File: src/rtl/fifo_pkg.sv
// Shared definitions for the synchronous FIFO and its stream-side readers.
package fifo_pkg;

    localparam int unsigned FIFO_WIDTH = 16;
    localparam int unsigned FIFO_DEPTH = 16;
    localparam int unsigned SKID_DEPTH = 3;

    typedef logic [FIFO_WIDTH-1:0] word_t;

    typedef enum logic [1:0] {
        OCC_EMPTY = 2'd0,
        OCC_ONE   = 2'd1,
        OCC_TWO   = 2'd2,
        OCC_FULL  = 2'd3
    } occ_t;

    typedef logic [1:0] idx_t;

    // Circular index over SKID_DEPTH entries: 0 -> 1 -> 2 -> 0.
    function automatic idx_t idx_inc(input idx_t i);
        return (i == idx_t'(SKID_DEPTH - 1)) ? '0 : i + 2'd1;
    endfunction

endpackage

File: src/rtl/skid_buf3.sv
// Three-entry circular skid buffer; occupancy is tracked as an explicit state.
module skid_buf3
    import fifo_pkg::*;
#(
    parameter int unsigned W = FIFO_WIDTH
) (
    input  logic         clk,
    input  logic         rst_n,
    input  logic         push,
    input  logic [W-1:0] push_data,
    input  logic         pop,
    output logic [W-1:0] pop_data,
    output logic         valid,
    output logic [1:0]   level
);

    logic [W-1:0] mem [SKID_DEPTH];
    idx_t         rd_idx;
    idx_t         wr_idx;
    occ_t         occ;
    occ_t         occ_next;
    logic         do_pop;

    assign valid    = (occ != OCC_EMPTY);
    assign do_pop   = pop & valid;
    assign pop_data = mem[rd_idx];
    assign level    = occ;

    always_comb begin
        occ_next = occ;
        unique case ({push, do_pop})
            2'b10:   occ_next = occ_t'(occ + 2'd1);
            2'b01:   occ_next = occ_t'(occ - 2'd1);
            default: occ_next = occ;
        endcase
    end

    // Storage is cleared on reset so the downstream data bus reads zero.
    always_ff @(posedge clk or negedge rst_n) begin
        if (!rst_n) begin
            occ    <= OCC_EMPTY;
            rd_idx <= '0;
            wr_idx <= '0;
            for (int unsigned i = 0; i < SKID_DEPTH; i++) begin
                mem[i] <= '0;
            end
        end else begin
            occ <= occ_next;
            if (push) begin
                mem[wr_idx] <= push_data;
                wr_idx      <= idx_inc(wr_idx);
            end
            if (do_pop) begin
                rd_idx <= idx_inc(rd_idx);
            end
        end
    end

endmodule

File: src/rtl/fifo_stream_reader.sv
// Drains the synchronous FIFO into a valid/ready stream at one word per clock.
module fifo_stream_reader
    import fifo_pkg::*;
#(
    parameter int unsigned FIFO_WIDTH = 16,
    parameter int unsigned BEAT_CNT_W = 16
) (
    input  logic                  clk,
    input  logic                  rst_n,
    input  logic                  en,
    input  logic                  fifo_empty,
    input  logic [FIFO_WIDTH-1:0] fifo_data_out,
    input  logic                  fifo_underflow,
    output logic                  fifo_rd_en,
    output logic                  m_valid,
    input  logic                  m_ready,
    output logic [FIFO_WIDTH-1:0] m_data,
    output logic [BEAT_CNT_W-1:0] beat_count,
    output logic                  err_underflow
);

    logic       inflight;
    logic       pop;
    logic [1:0] occ_lvl;
    logic [2:0] pending;

    // Reads are issued only when a slot is guaranteed for the returning word,
    // so backpressure never has to reach the FIFO combinationally.
    assign pending    = {1'b0, occ_lvl} + {2'b00, inflight};
    assign fifo_rd_en = rst_n & en & ~fifo_empty & (pending < 3'(SKID_DEPTH));
    assign pop        = m_valid & m_ready;

    skid_buf3 #(
        .W (FIFO_WIDTH)
    ) u_skid (
        .clk       (clk),
        .rst_n     (rst_n),
        .push      (inflight),
        .push_data (fifo_data_out),
        .pop       (pop),
        .pop_data  (m_data),
        .valid     (m_valid),
        .level     (occ_lvl)
    );

    always_ff @(posedge clk or negedge rst_n) begin
        if (!rst_n) begin
            inflight      <= 1'b0;
            beat_count    <= '0;
            err_underflow <= 1'b0;
        end else begin
            inflight <= fifo_rd_en;
            if (pop) begin
                beat_count <= beat_count + BEAT_CNT_W'(1);
            end
            if (fifo_underflow) begin
                err_underflow <= 1'b1;
            end
        end
    end

endmodule
File: config.mk
export PLATFORM = sky130hd
export DESIGN_NAME = fifo_stream_reader
export DESIGN_NICKNAME = d
export VERILOG_FILES = /design/src/rtl/fifo_pkg.sv /design/src/rtl/skid_buf3.sv /design/src/rtl/fifo_stream_reader.sv
export SDC_FILE = /design/constraint.sdc
export NUM_CORES = 1
export LEC_CHECK = 0
export BUFFER_PORTS_ARGS = -buffer_cell sky130_fd_sc_hd__buf_2
export CAP_MARGIN = 20
export CORE_MARGIN = 1
export CORE_UTILIZATION = 58
export CTS_BUF_LIST = sky130_fd_sc_hd__clkbuf_8
export CTS_CLUSTER_SIZE = 16
export DETAILED_ROUTE_END_ITERATION = 16
export GPL_ROUTABILITY_DRIVEN = 0
export PLACE_DENSITY = 0.83
export SYNTH_ARGS = -nofsm -noshare
export SYNTH_HDL_FRONTEND = slang
export SYNTH_SLANG_ARGS = --single-unit
File: constraint.sdc
create_clock -name clk -period 2.1 [get_ports clk]
set_input_delay 0.21 -clock clk [delete_from_list [all_inputs] [get_ports clk]]
set_output_delay 0.21 -clock clk [all_outputs]
set_load 0.005 [all_outputs]
==> impl_metrics.env, run 1 <==
export IMPL_rr_worst_depth=6
export IMPL_regArea_um2=1800
export IMPL_setup_worst_path_class="flop to primary output"
export IMPL_p_sw_share_pct=31.4
export IMPL_status="completed"
export IMPL_hp_class="input port to flop"
export IMPL_dieArea_um2=5820
export IMPL_synth_area_um2=3200
export IMPL_numCtsBuffers=9
export IMPL_area_growth_pct=20.3
export IMPL_fillCellCount=356
export IMPL_synth_top_area_share_pct=56.3
export IMPL_first_global_vias=2159
export IMPL_hold_end="err_underflow"
export IMPL_drcViolationCount=0
export IMPL_yosys_cell_count_top_type="dfrtp_1"
export IMPL_drv_slew=0
export IMPL_synth_ff_type="dfrtp_1"
export IMPL_utilization_pct=74.0
export IMPL_fin_worst_skew_ns=0.00717
export IMPL_multi_input_area_um2=1340
export IMPL_async_reset_ff_share_pct=100
export IMPL_start_util_pct=61.5
export IMPL_start_kind="flop"
export IMPL_h_tree_depth=3
export IMPL_dp_hpwl_mm=4.10
export IMPL_syn_avg_cell_area_um2=13.0
export IMPL_clockBufferDepth=2
export IMPL_syn_num_nets=273
export IMPL_ys_warn_count=0
export IMPL_power_density_nw_per_um2=1480
export IMPL_required_ns=1.89
export IMPL_critical_path_max_fanout=6
export IMPL_timing_reg2reg_setup_slack_ns=0.29
export IMPL_drive_gt1_share_pct=43.1
export IMPL_netlist_top_cells_count="dfrtp_1, mux2_2, nand2_1"
export IMPL_fp_dieH_um=76.3
export IMPL_leakage_nw=1.86
export IMPL_first_pass_iters=4
export IMPL_drv_cap=0
export IMPL_clock_sinks=72
export IMPL_core_area_um2=5200
export IMPL_synth_seq_cells=72
export IMPL_relSlewSlack_pct=40.8
export IMPL_root_buffer="clkbuf_8"
export IMPL_die_x_um=76.3
export IMPL_clkSlewWorstSetupHoldPaths_ns=0.07
export IMPL_via_count=2155
export IMPL_p_comb_share_pct=34.1
export IMPL_worstMarginPinSlew_ns=0.889
export IMPL_diodes=0
export IMPL_worst_setup_path_end_kind="primary output"
export IMPL_synthTopCellsByArea="dfrtp_1, mux2_2, mux2i_1, mux2_4, xnor2_1"
export IMPL_rsz0062_at_grt="false"
export IMPL_grt_first_pass_wirelength_mm=10.7
export IMPL_pwr_share_clk_pct=23.4
export IMPL_dp_slack_ns=0.127
export IMPL_layout_nets=341
export IMPL_grt_max_degree=73
export IMPL_cts_tree="yes"
export IMPL_yosysUniqueCellTypes=29
export IMPL_critPathArrivalTime_ns=1.81
export IMPL_min_period_over_period_pct=96.3
export IMPL_grt_use_total_pct=24.1
export IMPL_setup_slack_ns=0.0768
export IMPL_yosysTopAreaCell="dfrtp_1"
export IMPL_postCtsHoldBufs=0
export IMPL_setup_tns_ns=0
export IMPL_row_count=26
export IMPL_reg2reg_to="u_skid.level[1]"
export IMPL_synth_yosys_seq_area_share_pct=56.3
export IMPL_min_path_cells=2
export IMPL_antenna_found_initial=0
export IMPL_hold_viol_final=0
export IMPL_io_buffers=56
export IMPL_synth_edf_count=0
export IMPL_overflow=0
export IMPL_post_route_min_period_ns=2.02
export IMPL_ir_worst_vdd_mv=0.791
export IMPL_boundaryPins=57
export IMPL_power_frac_seq_pct=42.5
export IMPL_synthesis_instances=247
export IMPL_routed_wl_mm=6.43
export IMPL_p_switching_mw=1.79
export IMPL_min_from="fifo_underflow"
export IMPL_drtIter0Drc=124
export IMPL_wire_per_inst_um=16.5
export IMPL_antenna_left=0
export IMPL_setup_viol=0
export IMPL_insertion_delay_ns=0.34
export IMPL_fmax_ghz=0.494
export IMPL_r2r_start="u_skid.level[0]"
export IMPL_intPower_mw=3.90
export IMPL_via_per_inst=5.53
export IMPL_power_total_mw=5.69
export IMPL_critPathLaunch="u_skid.level[0]"
-- through the flow --
stage               std cells  hold WS, ns  instance area, um2
finish                    390       0.0570                3850
global route              390       0.0491                3850
CTS                       389       0.0458                3840
detailed placement        373        0.402                3580
global placement          373        0.400                3580
floorplan                 247      -0.0856                3200
-- area by class of cell --
class	count	share of cell area [%]
inverter	4	0.390
sequential	72	46.8
timing repair buffer	67	9.42
multi-input combinational	161	34.7
tap	70	2.27
clock inverter	6	2.79
clock buffer	10	3.57
-- worst max-delay path by stage --
stage	end	slack [ns]
final	fifo_rd_en	0.08
after global routing	fifo_rd_en	0.006
after CTS	fifo_rd_en	0.005
after detailed placement	fifo_rd_en	0.13
after global placement	fifo_rd_en	0.20
after floorplan	fifo_rd_en	0.44
-- flip-flops by register name (all words and copies together) (netlist names) --
register,cells
inflight,1
u_skid.wr_idx,2
beat_count,16
err_underflow,1
u_skid.level,2
u_skid.rd_idx,2
u_skid.mem,48
-- per-layer routing --
| layer | vias up | global-route usage, % | routed length, um |
|---|---|---|---|
| met2 | 52 | 39.5 | 3320 |
| met1 | 1094 | 31.9 | 2770 |
| met4 | 0 | 11.3 | 106 |
| met5 | - | 0 | 0 |
| met3 | 11 | 3.47 | 230 |
| li1 | 998 | - | - |
-- power groups by stage --
stage | Clock (mW) | Sequential, mW | Combinational [mW]
global route | 1.41 | 2.50 | 2.14
floorplan | 0 | 2.28 | 1.30
global placement | 0 | 2.38 | 1.83
finish | 1.33 | 2.42 | 1.94
detailed placement | 0 | 2.42 | 1.89
CTS | 1.35 | 2.41 | 1.95
-- cells in the final DEF, fill, tap and decap left out --
cell type  count
a2111oi_4      1
a21o_1         2
and3_1         3
buf_2         56
buf_4         11
bufinv_16      3
clkbuf_8      10
clkinv_2       1
clkinv_4       1
dfrtp_1       71
dfrtp_2        1
ha_1           4
inv_1          3
inv_2          2
mux2_2        38
mux2_4        10
mux2i_1       16
nand2_1       24
nand3_1       10
nand4_1        2
nor2_1         5
nor2b_1        1
nor3_1         4
nor3_2         1
o2111ai_1      1
o21ai_0       17
o21ai_2        1
or2_2          2
or3_1          1
xnor2_1       12
xor2_1         6
-- kinds of logic after synthesis --
group	count (synthesis)	synth area share, %
simple gates	53	7.66
fa+ha+maj	4	1.56
xor+xnor	18	4.93
flops	72	56.3
compound gates	22	3.95
buf+inv	14	2.54
mux	64	23.1
-- critical path, stage by stage (launching register included) --
cell	delay [ns]
dfrtp_2	0.46
ha_1	0.20
ha_1	0.31
a2111oi_4	0.33
buf_2	0.17
-- timing repair --
item,in CTS,in global routing
gates cloned,0,0
setup endpoints to repair,1,1
setup buffers,0,1
pin swaps,0,1
gates resized for setup,4,0
No activity file was read; power rests on OpenSTA's default activity.
==> inputs of run 2 (changes only) <==
--- a/config.mk
+++ b/config.mk
@@ -8,12 +8,12 @@
 export BUFFER_PORTS_ARGS = -buffer_cell sky130_fd_sc_hd__buf_2
 export CAP_MARGIN = 20
 export CORE_MARGIN = 1
-export CORE_UTILIZATION = 58
+export CORE_UTILIZATION = 45
 export CTS_BUF_LIST = sky130_fd_sc_hd__clkbuf_8
 export CTS_CLUSTER_SIZE = 16
 export DETAILED_ROUTE_END_ITERATION = 16
 export GPL_ROUTABILITY_DRIVEN = 0
-export PLACE_DENSITY = 0.83
+export PLACE_DENSITY = 0.68
 export SYNTH_ARGS = -nofsm -noshare
 export SYNTH_HDL_FRONTEND = slang
 export SYNTH_SLANG_ARGS = --single-unit
==> impl_metrics.env, run 2 (synthesized netlist as in run 1, its figures left out) <==
export IMPL_fp_dieH_um=86.3
export IMPL_postCtsHoldBufs=0
export IMPL_power_density_nw_per_um2=1470
export IMPL_io_buffers=56
export IMPL_via_count=2045
export IMPL_p_switching_mw=1.72
export IMPL_area_growth_pct=21.5
export IMPL_drive_gt1_share_pct=42.6
export IMPL_biggestRegsByFlops="u_skid.mem: 48 flops, beat_count: 16 flops"
export IMPL_drcViolationCount=0
export IMPL_antenna_found_initial=0
export IMPL_dieArea_um2=7450
export IMPL_utilization_pct=56.9
export IMPL_layout_nets=340
export IMPL_drtIter0Drc=64
export IMPL_routed_wl_mm=5.95
export IMPL_pwr_share_clk_pct=24.9
export IMPL_grt_use_total_pct=17.9
export IMPL_critPathArrivalTime_ns=1.76
export IMPL_drv_slew=0
export IMPL_cts_tree="yes"
export IMPL_ir_worst_vdd_mv=0.764
export IMPL_fmax_ghz=0.507
export IMPL_overflow=0
export IMPL_relSlewSlack_pct=40.5
export IMPL_fillCellCount=612
export IMPL_largest_register_ffs=48
export IMPL_drv_cap=0
export IMPL_hp_class="input port to flop"
export IMPL_grt_max_degree=73
export IMPL_core_area_um2=6830
export IMPL_setup_worst_path_class="flop to primary output"
export IMPL_clock_sinks=72
export IMPL_first_pass_iters=4
export IMPL_p_comb_share_pct=34.3
export IMPL_min_period_over_period_pct=93.9
export IMPL_power_frac_seq_pct=40.9
export IMPL_diodes=0
export IMPL_clkSlewWorstSetupHoldPaths_ns=0.08
export IMPL_grt_first_pass_wirelength_mm=9.94
export IMPL_worstMarginPinSlew_ns=0.892
export IMPL_antenna_left=0
export IMPL_start_util_pct=46.8
export IMPL_top_register="u_skid.mem"
export IMPL_leakage_nw=1.86
export IMPL_setup_viol=0
export IMPL_wire_per_inst_um=14.3
export IMPL_insertion_delay_ns=0.34
export IMPL_boundaryPins=57
export IMPL_dp_hpwl_mm=3.96
export IMPL_p_sw_share_pct=30.2
export IMPL_root_buffer="clkbuf_8"
export IMPL_final_common_cell="dfrtp_1"
export IMPL_start_kind="flop"
export IMPL_required_ns=1.89
export IMPL_intPower_mw=3.99
export IMPL_hold_viol_final=0
export IMPL_critical_path_max_fanout=4
export IMPL_clockBufferDepth=2
export IMPL_h_tree_depth=3
export IMPL_fin_worst_skew_ns=0.00729
export IMPL_die_x_um=86.3
export IMPL_final_cell_mix="dfrtp_1, buf_2, mux2_2, nand2_1, o21ai_0"
export IMPL_worst_setup_path_end_kind="primary output"
export IMPL_setup_tns_ns=0
export IMPL_rsz0062_at_grt="false"
export IMPL_row_count=30
export IMPL_status="completed"
export IMPL_via_per_inst=4.93
export IMPL_numCtsBuffers=9
export IMPL_first_global_vias=2004
export IMPL_power_total_mw=5.71
export IMPL_post_route_min_period_ns=1.97
==> run 2: changes by cell type in the layout (fill, tap and decap cells not counted), sizes merged <==
cell,previous run,this run
buf,67,66
bufinv,3,4
clkbuf,10,9
clkinv,2,1
inv,5,6
==> run 2: routing by layer <==
metal	up-vias	wire length [um]	share of wire [%]	GRT usage [%]
met4	0	121	2.0	8.79
met5	-	0	0	0
met1	1004	2870	48	24.0
met2	39	2720	46	26.7
li1	991	-	-	-
met3	11	232	3.9	5.14
==> run 2: final cells by class <==
cell class | count | area, um2 | area share [%]
Sequential cell | 72 | 1800 | 46.3
Inverter | 4 | 15.0 | 0.386
Multi-Input combinational cell | 161 | 1340 | 34.4
Timing Repair Buffer | 66 | 355 | 9.13
Tap cell | 96 | 120 | 3.09
Clock buffer | 9 | 124 | 3.18
Clock inverter | 7 | 136 | 3.51
==> run 2: worst paths after layout <==
kind                                  from              end  slack [ns]  cells past startpoint
min                             fifo_empty         inflight        0.03                      2
max reg2reg                u_skid.level[0]  u_skid.level[1]        0.38                      6
max in group asynchronous            rst_n  u_skid.level[0]        1.35                      2
min reg2reg                 beat_count[15]   beat_count[15]        0.46                      1
max                               inflight       fifo_rd_en        0.13                      4
min in group asynchronous            rst_n   u_skid.mem[31]        0.13                      2
==> run 2: through the flow <==
stage | hold WS, ns | area [um2] | worst slack (ns) | std cells
3_3_place_gp | 0.400 | 3600 | 0.259 | 398
2_1_floorplan | -0.0856 | 3200 | 0.443 | 247
4_1_cts | 0.00545 | 3870 | 0.0217 | 414
5_1_grt | 0.0177 | 3890 | 0.0252 | 415
3_5_place_dp | 0.400 | 3600 | 0.253 | 398
6_report | 0.0348 | 3890 | 0.129 | 415
==> run 2: critical path, stage by stage (launching register included) <==
cell and delay [ns]:
dfrtp_1 0.42, ha_1 0.21, ha_1 0.31, a2111oi_4 0.31
buf_2 0.17
==> run 2: what timing repair did <==
action	CTS	global route
endpoints found under the setup margin	1	1
pin swaps	0	1
buffers inserted	0	1
endpoints found under the hold margin	0	0
resized for setup	3	1
cloned	0	0
==> run 2: power groups by stage <==
stage / clock network [mW] / logic [mW] / registers, mW
final: 1.42 / 1.95 / 2.33
after global routing: 1.50 / 2.18 / 2.41
after global placement: 0 / 1.90 / 2.33
after detailed placement: 0 / 1.94 / 2.36
after CTS: 1.45 / 1.96 / 2.34
after floorplan: 0 / 1.30 / 2.28
==> inputs of run 3 (changes only) <==
--- a/config.mk
+++ b/config.mk
@@ -7,6 +7,7 @@
 export LEC_CHECK = 0
 export BUFFER_PORTS_ARGS = -buffer_cell sky130_fd_sc_hd__buf_2
 export CAP_MARGIN = 20
+export CORE_ASPECT_RATIO = 1.2
 export CORE_MARGIN = 1
 export CORE_UTILIZATION = 45
 export CTS_BUF_LIST = sky130_fd_sc_hd__clkbuf_8
==> impl_metrics.env, run 3 (synthesized netlist as in run 1, its figures left out) <==
export IMPL_min_period_over_period_pct=95.7
export IMPL_via_count=2077
export IMPL_io_buffers=56
export IMPL_wire_per_inst_um=14.5
export IMPL_critical_path_max_fanout=4
export IMPL_power_density_nw_per_um2=1430
export IMPL_final_cell_mix="dfrtp_1, buf_2, mux2_2, nand2_1, o21ai_0"
export IMPL_biggestRegsByFlops="u_skid.mem: 48 flops, beat_count: 16 flops"
export IMPL_grt_max_degree=73
export IMPL_via_per_inst=5.12
export IMPL_leakage_nw=1.84
export IMPL_wl_met1_mm=2.77
export IMPL_fin_area_um2=3840
export IMPL_dp_cells=390
export IMPL_crit_top_cell="ha_1"
export IMPL_postCtsHoldBufs=0
export IMPL_layout_nets=340
export IMPL_setup_slack_ns=0.0912
export IMPL_fillCellCount=604
export IMPL_met3_length_um=228
export IMPL_ir_worst_vdd_mv=0.583
export IMPL_worstMarginPinSlew_ns=0.881
export IMPL_drv_slew=0
export IMPL_required_ns=1.89
export IMPL_first_pass_iters=4
export IMPL_post_route_min_period_ns=2.01
export IMPL_h_tree_depth=3
export IMPL_grt_first_pass_wirelength_mm=9.78
export IMPL_largest_register_ffs=48
export IMPL_worst_setup_path_end_kind="primary output"
export IMPL_drcViolationCount=0
export IMPL_highest_layer="met4"
export IMPL_root_buffer="clkbuf_8"
export IMPL_dpl_cell_area_um2=3600
export IMPL_start_kind="flop"
export IMPL_start_util_pct=46.7
export IMPL_top_register="u_skid.mem"
export IMPL_relSlewSlack_pct=41.2
export IMPL_drv_cap=0
export IMPL_die_x_um=79.0
export IMPL_diodes=0
export IMPL_drive_gt1_share_pct=42.9
export IMPL_crit_slowest_cell="dfrtp_1"
export IMPL_overflow=0
export IMPL_fmax_ghz=0.498
export IMPL_boundaryPins=57
export IMPL_hp_class="input port to flop"
export IMPL_clockBufferDepth=2
export IMPL_setup_viol=0
export IMPL_max_stage_delay_ns=0.42
export IMPL_dieArea_um2=7460
export IMPL_numCtsBuffers=9
export IMPL_antenna_left=0
export IMPL_timing_critical_path_cells="ha_1 -> ha_1 -> a2111oi_4 -> buf_2"
export IMPL_clock_sinks=72
export IMPL_rsz0062_at_grt="false"
export IMPL_setup_tns_ns=0
export IMPL_routed_wl_mm=5.91
export IMPL_hold_viol_final=0
export IMPL_whs_ns=0.0354
export IMPL_fin_worst_skew_ns=0.00843
export IMPL_final_common_cell="dfrtp_1"
export IMPL_status="completed"
export IMPL_dp_hpwl_mm=3.94
export IMPL_critPathArrivalTime_ns=1.80
export IMPL_first_global_vias=2035
export IMPL_wl_met2_mm=2.80
export IMPL_insertion_delay_ns=0.34
export IMPL_clkSlewWorstSetupHoldPaths_ns=0.07
export IMPL_cts_tree="yes"
export IMPL_fin_cells=406
export IMPL_row_count=33
export IMPL_dp_slack_ns=0.334
export IMPL_drtIter0Drc=103
export IMPL_antenna_found_initial=0
export IMPL_area_growth_pct=19.9
export IMPL_setup_worst_path_class="flop to primary output"
export IMPL_core_area_um2=6850
export IMPL_grt_use_total_pct=17.7
export IMPL_fp_dieH_um=94.4
-- run 3: cell types whose count changed in the layout (fill, tap and decap cells not counted) --
cell	before	now
clkinv_2	0	3
bufinv_16	4	2
inv_1	4	2
clkbuf_8	9	10
clkinv_4	1	0
clkinvlp_4	0	1
dfrtp_1	71	72
dfrtp_2	1	0
-- run 3: where the power goes --
part,internal (mW),switching [mW]
logic,1.11,0.836
registers,1.98,0.385
clock network,0.694,0.494
total,3.77,1.71
-- run 3: cell type report --
type | instances | area [um2] | area share (%)
clock buffer | 10 | 138 | 3.59
clock inverter | 6 | 82.6 | 2.15
multi-input combinational | 161 | 1340 | 34.8
tap | 87 | 109 | 2.84
inverter | 4 | 15.0 | 0.391
timing repair buffer | 66 | 355 | 9.26
sequential | 72 | 1800 | 47.0
-- run 3: per-layer routing --
layer	track usage (%)	up-vias
li1	-	996
met1	23.3	1027
met2	27.0	45
met3	3.67	9
met4	10.5	0
met5	0	-
-- run 3: path summary, 6_finish.rpt --
kind	startpoint	endpoint	slack (ns)	depth (start not counted)
max	inflight	fifo_rd_en	0.09	4
min	fifo_empty	inflight	0.04	2
max reg2reg	u_skid.level[0]	u_skid.level[1]	0.40	6
min reg2reg	err_underflow	err_underflow	0.47	1
max in group asynchronous	rst_n	beat_count[11]	1.43	2
min in group asynchronous	rst_n	err_underflow	0.10	2
-- run 3: repair_timing --
item | CTS | global route
setup buffers | 0 | 0
endpoints found under the setup margin | 1 | 1
resized for setup | 2 | 1
gates cloned | 0 | 0
endpoints found under the hold margin | 0 | 0
-- run 3: through the flow --
step	utilization (%)	power [mW]
detailed placement	52.5	4.33
global route	56.0	5.88
floorplan	-	3.58
global placement	52.5	4.26
finish	56.0	5.49
CTS	55.8	5.55
-- run 3: worst max-delay path: cells and delay by family, from the launching register on --
family	cells	cell delay, ns
fa+ha+maj	2	0.52
flops	1	0.42
compound gates	1	0.35
buf+inv	1	0.16
